$ cat src/rtl/lsu_pkg.sv
// Shared definitions for the load/store unit.
//   - func3 size codes, fault codes, FSM state encoding
//   - access_t: everything latched from the core for one memory access
//   - access_ok(): legality/alignment check for a size/direction/offset
package lsu_pkg;

    // func3 size/sign codes
    localparam logic [2:0] SZ_B  = 3'd0;
    localparam logic [2:0] SZ_H  = 3'd1;
    localparam logic [2:0] SZ_W  = 3'd2;
    localparam logic [2:0] SZ_BU = 3'd4;
    localparam logic [2:0] SZ_HU = 3'd5;

    // fault codes reported with done
    localparam logic [1:0] F_NONE  = 2'd0;
    localparam logic [1:0] F_ALIGN = 2'd1;
    localparam logic [1:0] F_BUS   = 2'd2;

    // FSM state encoding
    localparam logic [1:0] IDLE = 2'd0;
    localparam logic [1:0] WAIT = 2'd1;
    localparam logic [1:0] DONE = 2'd2;

    typedef struct packed {
        logic        we;
        logic [3:0]  be;
        logic [29:0] waddr;
        logic [31:0] wd;
        logic [2:0]  size;
        logic [1:0]  off;
    } access_t;

    // Unsigned sizes only make sense for loads; 3/6/7 are not encodings.
    function automatic logic access_ok(input logic [2:0] size, input logic we,
                                       input logic [1:0] off);
        case (size)
            SZ_B:    return 1'b1;
            SZ_H:    return ~off[0];
            SZ_W:    return off == 2'b00;
            SZ_BU:   return ~we;
            SZ_HU:   return ~we & ~off[0];
            default: return 1'b0;
        endcase
    endfunction

endpackage

$ cat src/rtl/lsu_load_ext.sv
// Load data extraction: picks the byte/half addressed by offset out of the
// read word and sign- or zero-extends it according to func3.
//   word   in  32  word returned by the memory
//   offset in  2   byte offset within the word
//   size   in  3   func3 size/sign code
//   ext    out 32  extended load value (0 for illegal sizes)
module lsu_load_ext
    import lsu_pkg::*;
(
    input  logic [31:0] word,
    input  logic [1:0]  offset,
    input  logic [2:0]  size,
    output logic [31:0] ext
);

    logic [7:0]  b;
    logic [15:0] h;

    always_comb begin
        b = word[{offset, 3'b000} +: 8];
        h = offset[1] ? word[31:16] : word[15:0];
        case (size)
            SZ_B:    ext = {{24{b[7]}}, b};
            SZ_H:    ext = {{16{h[15]}}, h};
            SZ_W:    ext = word;
            SZ_BU:   ext = {24'd0, b};
            SZ_HU:   ext = {16'd0, h};
            default: ext = 32'd0;
        endcase
    end

endmodule

$ cat src/rtl/lsu_unit.sv
// Load/store unit between the decoder and a single-port data memory.
// One access at a time: IDLE accepts a request, WAIT holds the memory
// request until mem_ready or timeout, DONE pulses done for one cycle.
//   clk, rst_n            clock, synchronous active-low reset
//   core_req/we/size      decoder memory controls (func3 size code)
//   core_addr, core_wd    ALU byte address, rs2 store data
//   core_rd, done, fault  extended load result and completion status
//   core_stall            hold PC while an access is in flight
//   mem_*                 request/ready memory interface
module lsu_unit
    import lsu_pkg::*;
#(
    parameter int TIMEOUT = 255,
    parameter int CNT_W   = 8
) (
    input  logic        clk,
    input  logic        rst_n,
    input  logic        core_req,
    input  logic        core_we,
    input  logic [2:0]  core_size,
    input  logic [31:0] core_addr,
    input  logic [31:0] core_wd,
    output logic [31:0] core_rd,
    output logic        core_stall,
    output logic        done,
    output logic [1:0]  fault,
    output logic        mem_req,
    output logic        mem_we,
    output logic [3:0]  mem_be,
    output logic [31:0] mem_addr,
    output logic [31:0] mem_wd,
    input  logic [31:0] mem_rd,
    input  logic        mem_ready
);

    // Counter value in the last permitted WAIT cycle.
    localparam logic [CNT_W-1:0] CNT_LAST = CNT_W'(TIMEOUT - 1);

    logic [1:0]       state;
    logic [CNT_W-1:0] cnt;
    access_t          acc, acc_nxt;
    logic             legal;
    logic [31:0]      ld_ext;

    assign legal = access_ok(core_size, core_we, core_addr[1:0]);

    // Lane placement: stores replicate data across lanes and enable only
    // the addressed bytes; loads always read the whole word.
    always_comb begin
        acc_nxt.we    = core_we;
        acc_nxt.waddr = core_addr[31:2];
        acc_nxt.size  = core_size;
        acc_nxt.off   = core_addr[1:0];
        acc_nxt.be    = 4'b1111;
        acc_nxt.wd    = core_wd;
        if (core_we) begin
            case (core_size)
                SZ_B: begin
                    acc_nxt.be = 4'b0001 << core_addr[1:0];
                    acc_nxt.wd = {4{core_wd[7:0]}};
                end
                SZ_H: begin
                    acc_nxt.be = core_addr[1] ? 4'b1100 : 4'b0011;
                    acc_nxt.wd = {2{core_wd[15:0]}};
                end
                default: ;
            endcase
        end
    end

    lsu_load_ext u_ext (
        .word   (mem_rd),
        .offset (acc.off),
        .size   (acc.size),
        .ext    (ld_ext)
    );

    always_ff @(posedge clk) begin
        if (!rst_n) begin
            state   <= IDLE;
            cnt     <= '0;
            acc     <= '0;
            core_rd <= '0;
            fault   <= F_NONE;
        end else begin
            case (state)
                IDLE: begin
                    if (core_req) begin
                        if (legal) begin
                            acc   <= acc_nxt;
                            cnt   <= '0;
                            state <= WAIT;
                        end else begin
                            core_rd <= '0;
                            fault   <= F_ALIGN;
                            state   <= DONE;
                        end
                    end
                end
                WAIT: begin
                    cnt <= cnt + 1'b1;
                    // ready in the timeout cycle still counts as completion
                    if (mem_ready) begin
                        core_rd <= acc.we ? 32'd0 : ld_ext;
                        fault   <= F_NONE;
                        state   <= DONE;
                    end else if (cnt == CNT_LAST) begin
                        core_rd <= '0;
                        fault   <= F_BUS;
                        state   <= DONE;
                    end
                end
                DONE:    state <= IDLE;
                default: state <= IDLE;
            endcase
        end
    end

    assign mem_req    = (state == WAIT);
    assign mem_we     = acc.we;
    assign mem_be     = acc.be;
    assign mem_addr   = {acc.waddr, 2'b00};
    assign mem_wd     = acc.wd;
    assign done       = (state == DONE);
    assign core_stall = ((state == IDLE) && core_req) || (state == WAIT);

endmodule

$ cat config.mk
export PLATFORM = sky130hd
export DESIGN_NAME = lsu_unit
export DESIGN_NICKNAME = d
export VERILOG_FILES = /design/src/rtl/lsu_pkg.sv /design/src/rtl/lsu_load_ext.sv /design/src/rtl/lsu_unit.sv
export SDC_FILE = /design/constraint.sdc
export NUM_CORES = 1
export LEC_CHECK = 0
export BUFFER_PORTS_ARGS = -buffer_cell sky130_fd_sc_hd__buf_2
export CAP_MARGIN = 5
export CORE_ASPECT_RATIO = 1.5
export CORE_MARGIN = 4
export CORE_UTILIZATION = 49
export DETAILED_ROUTE_END_ITERATION = 8
export PLACE_DENSITY = 0.81
export SYNTH_ARGS = -nofsm -noshare
export SYNTH_HDL_FRONTEND = slang
export SYNTH_SLANG_ARGS = --single-unit
$ cat constraint.sdc
create_clock -name clk -period 2.6 [get_ports clk]
set_clock_uncertainty 0.15 [all_clocks]
set_input_delay 0.13 -clock clk [delete_from_list [all_inputs] [get_ports clk]]
set_output_delay 0.13 -clock clk [all_outputs]
set_load 0.01 [all_outputs]
==> impl_metrics.csv <==
group,metric,value,unit
run,drv_cap,0,
global_route,met1_usage,0.303,
clock_network,cts_made_buffers,17,
die,die_y,138,um
synthesis,ys.flop_type,"dfxtp_1",
global_route,grt_use_total,0.294,
timing,fin_crit,2.37,ns
synthesis,ys_seq_elements,116,
hold_path,hp-class,"in -> reg",
synthesis,async_flop_share,0,
worst_setup_path,cp_cell_sequence,"nor3b_2 > buf_4 > o21bai_2 > a222oi_1 > dlygate4sd3_1 > o2bb2ai_1",
routing,drt_wl_total,19.2,mm
worst_setup_path,path_max_fanout,10,
synthesis,synth-edff-count,0,
place,port_buffers,207,
synthesis,synthCells,641,
worst_setup_path,worstSetupPathType,"reg -> reg",
synthesis,synth_seq_area_share,0.422,
synthesis,synthTopCellsByArea,"dfxtp_1 42%, buf_4 10%, nand2_1 9.0%, a21oi_1 6.1%, mux2i_1 3.1%",
timing,fmax,421,MHz
clock_network,clock_latency,0.40,ns
layout,diodes,0,
global_route,antenna_found_initial,0,
synthesis,syn-cell-area,5500,um^2
synthesis,yosysTopAreaCellShare,0.422,
clock_network,cts_root_buf,"clkbuf_16",
global_route,met2_usage,0.519,
place,place.gp.congestion,0.946,
routing,drt_iter0_drc,371,
global_route,grt_max_degree,87,
layout,nets,978,
clock_network,cts_tree,"yes",
layout,mostFrequentLayoutCells,"207 x buf_2, 132 x nand2_1, 116 x dfxtp_1",
timing,setup_viol,0,
synthesis,synth_top_family_by_area,"compound AO/OA/AOI/OAI gates",
die,core,11000,um^2
synthesis,syn_avg_cell_area,8.58,um^2
worst_setup_path,start_kind,"flop",
layout,final_util,0.710,
clock_network,htreeDepth,4,
die,start_util,0.500,
global_route,top_usage_layer,"met2",
layout,drive_above_1_share,0.312,
worst_setup_path,crit_path_top_delay_cell,"dlygate4sd3_1",
worst_setup_path,arrival,2.50,ns
routing,via_count,5938,
global_route,grt_pass1_wl,30.1,mm
layout,synthToLayoutAreaGrowth,42.0,%
power,leakage,3.42,nW
layout,final_common_cell,"buf_2",
place,place_ws,0.517,ns
clock_network,post_cts_buffers,0,
timing,rsz0062_at_grt,"no",
global_route,use_met3,0.0940,
routing,via_per_inst,5.75,
die,io-pin-count,210,
timing,slew_headroom,0.366,
synthesis,synth_cell_type_count,55,
die,die_area,13000,um^2
routing,drcViolationCount,0,
die,rows,47,
routing,drtAntennaViolNets,0,
routing,drt-pass1-iter-count,8,
synthesis,synthXorXnorAreaFrac,0,
clock_network,cts_buffer_depth,2,
timing,min_period_over_period,0.913,
worst_setup_path,cp_top_family,"buffers and inverters",
global_route,grt_overflow,0,
synthesis,synthAdderAreaFrac,0.00455,
synthesis,yosys.area_share.simple,0.166,
power,power_density,670,nW/um^2
timing,final-hold-violation-count,0,
timing,setup_ws,0.227,ns
synthesis,yosys_warnings,0,
worst_setup_path,end_kind,"flop",
clock_network,clock_sinks,116,
worst_setup_path,cp_slowest_stage_delay,0.63,ns
status,status,"complete, no violations",
place,hpwl,11.0,mm
worst_setup_path,cp.buffers_inverters,2,
worst_setup_path,cp.required,2.72,ns
timing,final.setup.tns,0,ns
synthesis,muxShareOfSynthArea,0.0514,
global_route,grt_pass1_vias,6019,
die,die_w,94.5,um
synthesis,synth_compound_area_frac,0.215,
synthesis,synth_top_cell_by_area,"dfxtp_1",
clock_network,clk_pin_slew,0.05,ns
timing,slew_violations,0,
power,peakVddDrop,0.000479,V
routing,wl_per_cell,18.6,um
timing,tightestPinTransition,0.949,ns
==> sequential cells by signal, indices dropped and copies added, names as in the netlist <==
name	flops
acc	5
cnt	8
core_rd	32
fault	2
mem_addr	30
mem_be	4
mem_wd	32
mem_we	1
state	2
==> per-layer routing <==
metal | up-vias | part of all wire
met4 | 0 | 0.054
met2 | 453 | 0.51
met1 | 2702 | 0.33
li1 | 2675 | -
met5 | - | 0
met3 | 108 | 0.11
==> cells by family (layout without fill, tap and decap cells) <==
logic type / after synthesis / count (layout)
buf+inv: 119 / 362
mux: 26 / 26
compound gates: 170 / 170
flops: 116 / 116
simple gates: 207 / 207
other cells: 1 / 2
fa+ha+maj: 2 / 2
==> Yosys cell counts (all sizes together), types with 2 or more instances <==
cell	number
o31ai	3
buf	92
nor3	4
a21o	2
mux2	8
o21bai	2
o21ai	8
mux2i	17
nor2	21
or3	3
a222oi	7
clkbuf	23
a21oi	67
nand4	2
a22o	16
nor4b	2
nand2	132
or4	2
nor3b	4
o2111ai	2
dfxtp	116
inv	4
o2bb2ai	15
nand3	20
ha	2
a211oi	11
nor2b	7
nand2b	5
a311oi	3
a221oi	9
o211ai	16
==> through the flow <==
step / area (um^2) / instances / hold slack (ns) / power, mW
global route: 7810 / 1032 / 0.0556 / 5.41
CTS: 7810 / 1032 / 0.0205 / 5.21
global placement: 6120 / 897 / 0.220 / 2.48
finish: 7810 / 1032 / 0.0506 / 5.23
detailed placement: 6120 / 897 / 0.226 / 2.50
floorplan: 5510 / 642 / 0.0796 / 2.34
==> worst register-to-register path, stage by stage, from the launching register on <==
cell	delay, ns
dfxtp_1	0.38
nor3b_2	0.18
buf_4	0.17
o21bai_2	0.27
a222oi_1	0.40
dlygate4sd3_1	0.63
o2bb2ai_1	0.07
==> worst paths after layout <==
kind           startpoint      endpoint  slack, ns  cells past startpoint
max                acc[3]    core_rd[0]       0.23                      6
min             mem_rd[7]    core_rd[7]       0.05                      4
max reg2reg        acc[3]    core_rd[0]       0.23                      6
min reg2reg  mem_addr[27]  mem_addr[27]       0.30                      2
==> cell type report <==
type / instances / area [um^2]
Multi-Input combinational cell: 407 / 2430
Clock buffer: 18 / 429
Fill cell: 726 / 3190
Inverter: 4 / 15.0
Clock inverter: 14 / 225
Tap cell: 147 / 184
Sequential cell: 116 / 2320
Timing Repair Buffer: 326 / 2200
==> where the power goes <==
group          leakage, nW  switching, mW  internal [mW]
registers            0.941         0.0451           1.85
logic                 2.16          0.401          0.354
clock network        0.320          0.867           1.72
total                 3.42           1.31           3.92
==> what timing repair did <==
| action | 4_1_cts | 5_1_grt |
|---|---|---|
| endpoints found under the setup margin | 0 | 2 |
| endpoints found under the hold margin | 109 | 0 |
| hold buffers | 103 | 0 |
| gates resized for setup | 0 | 1 |
No activity file was read; power rests on OpenSTA's default activity.
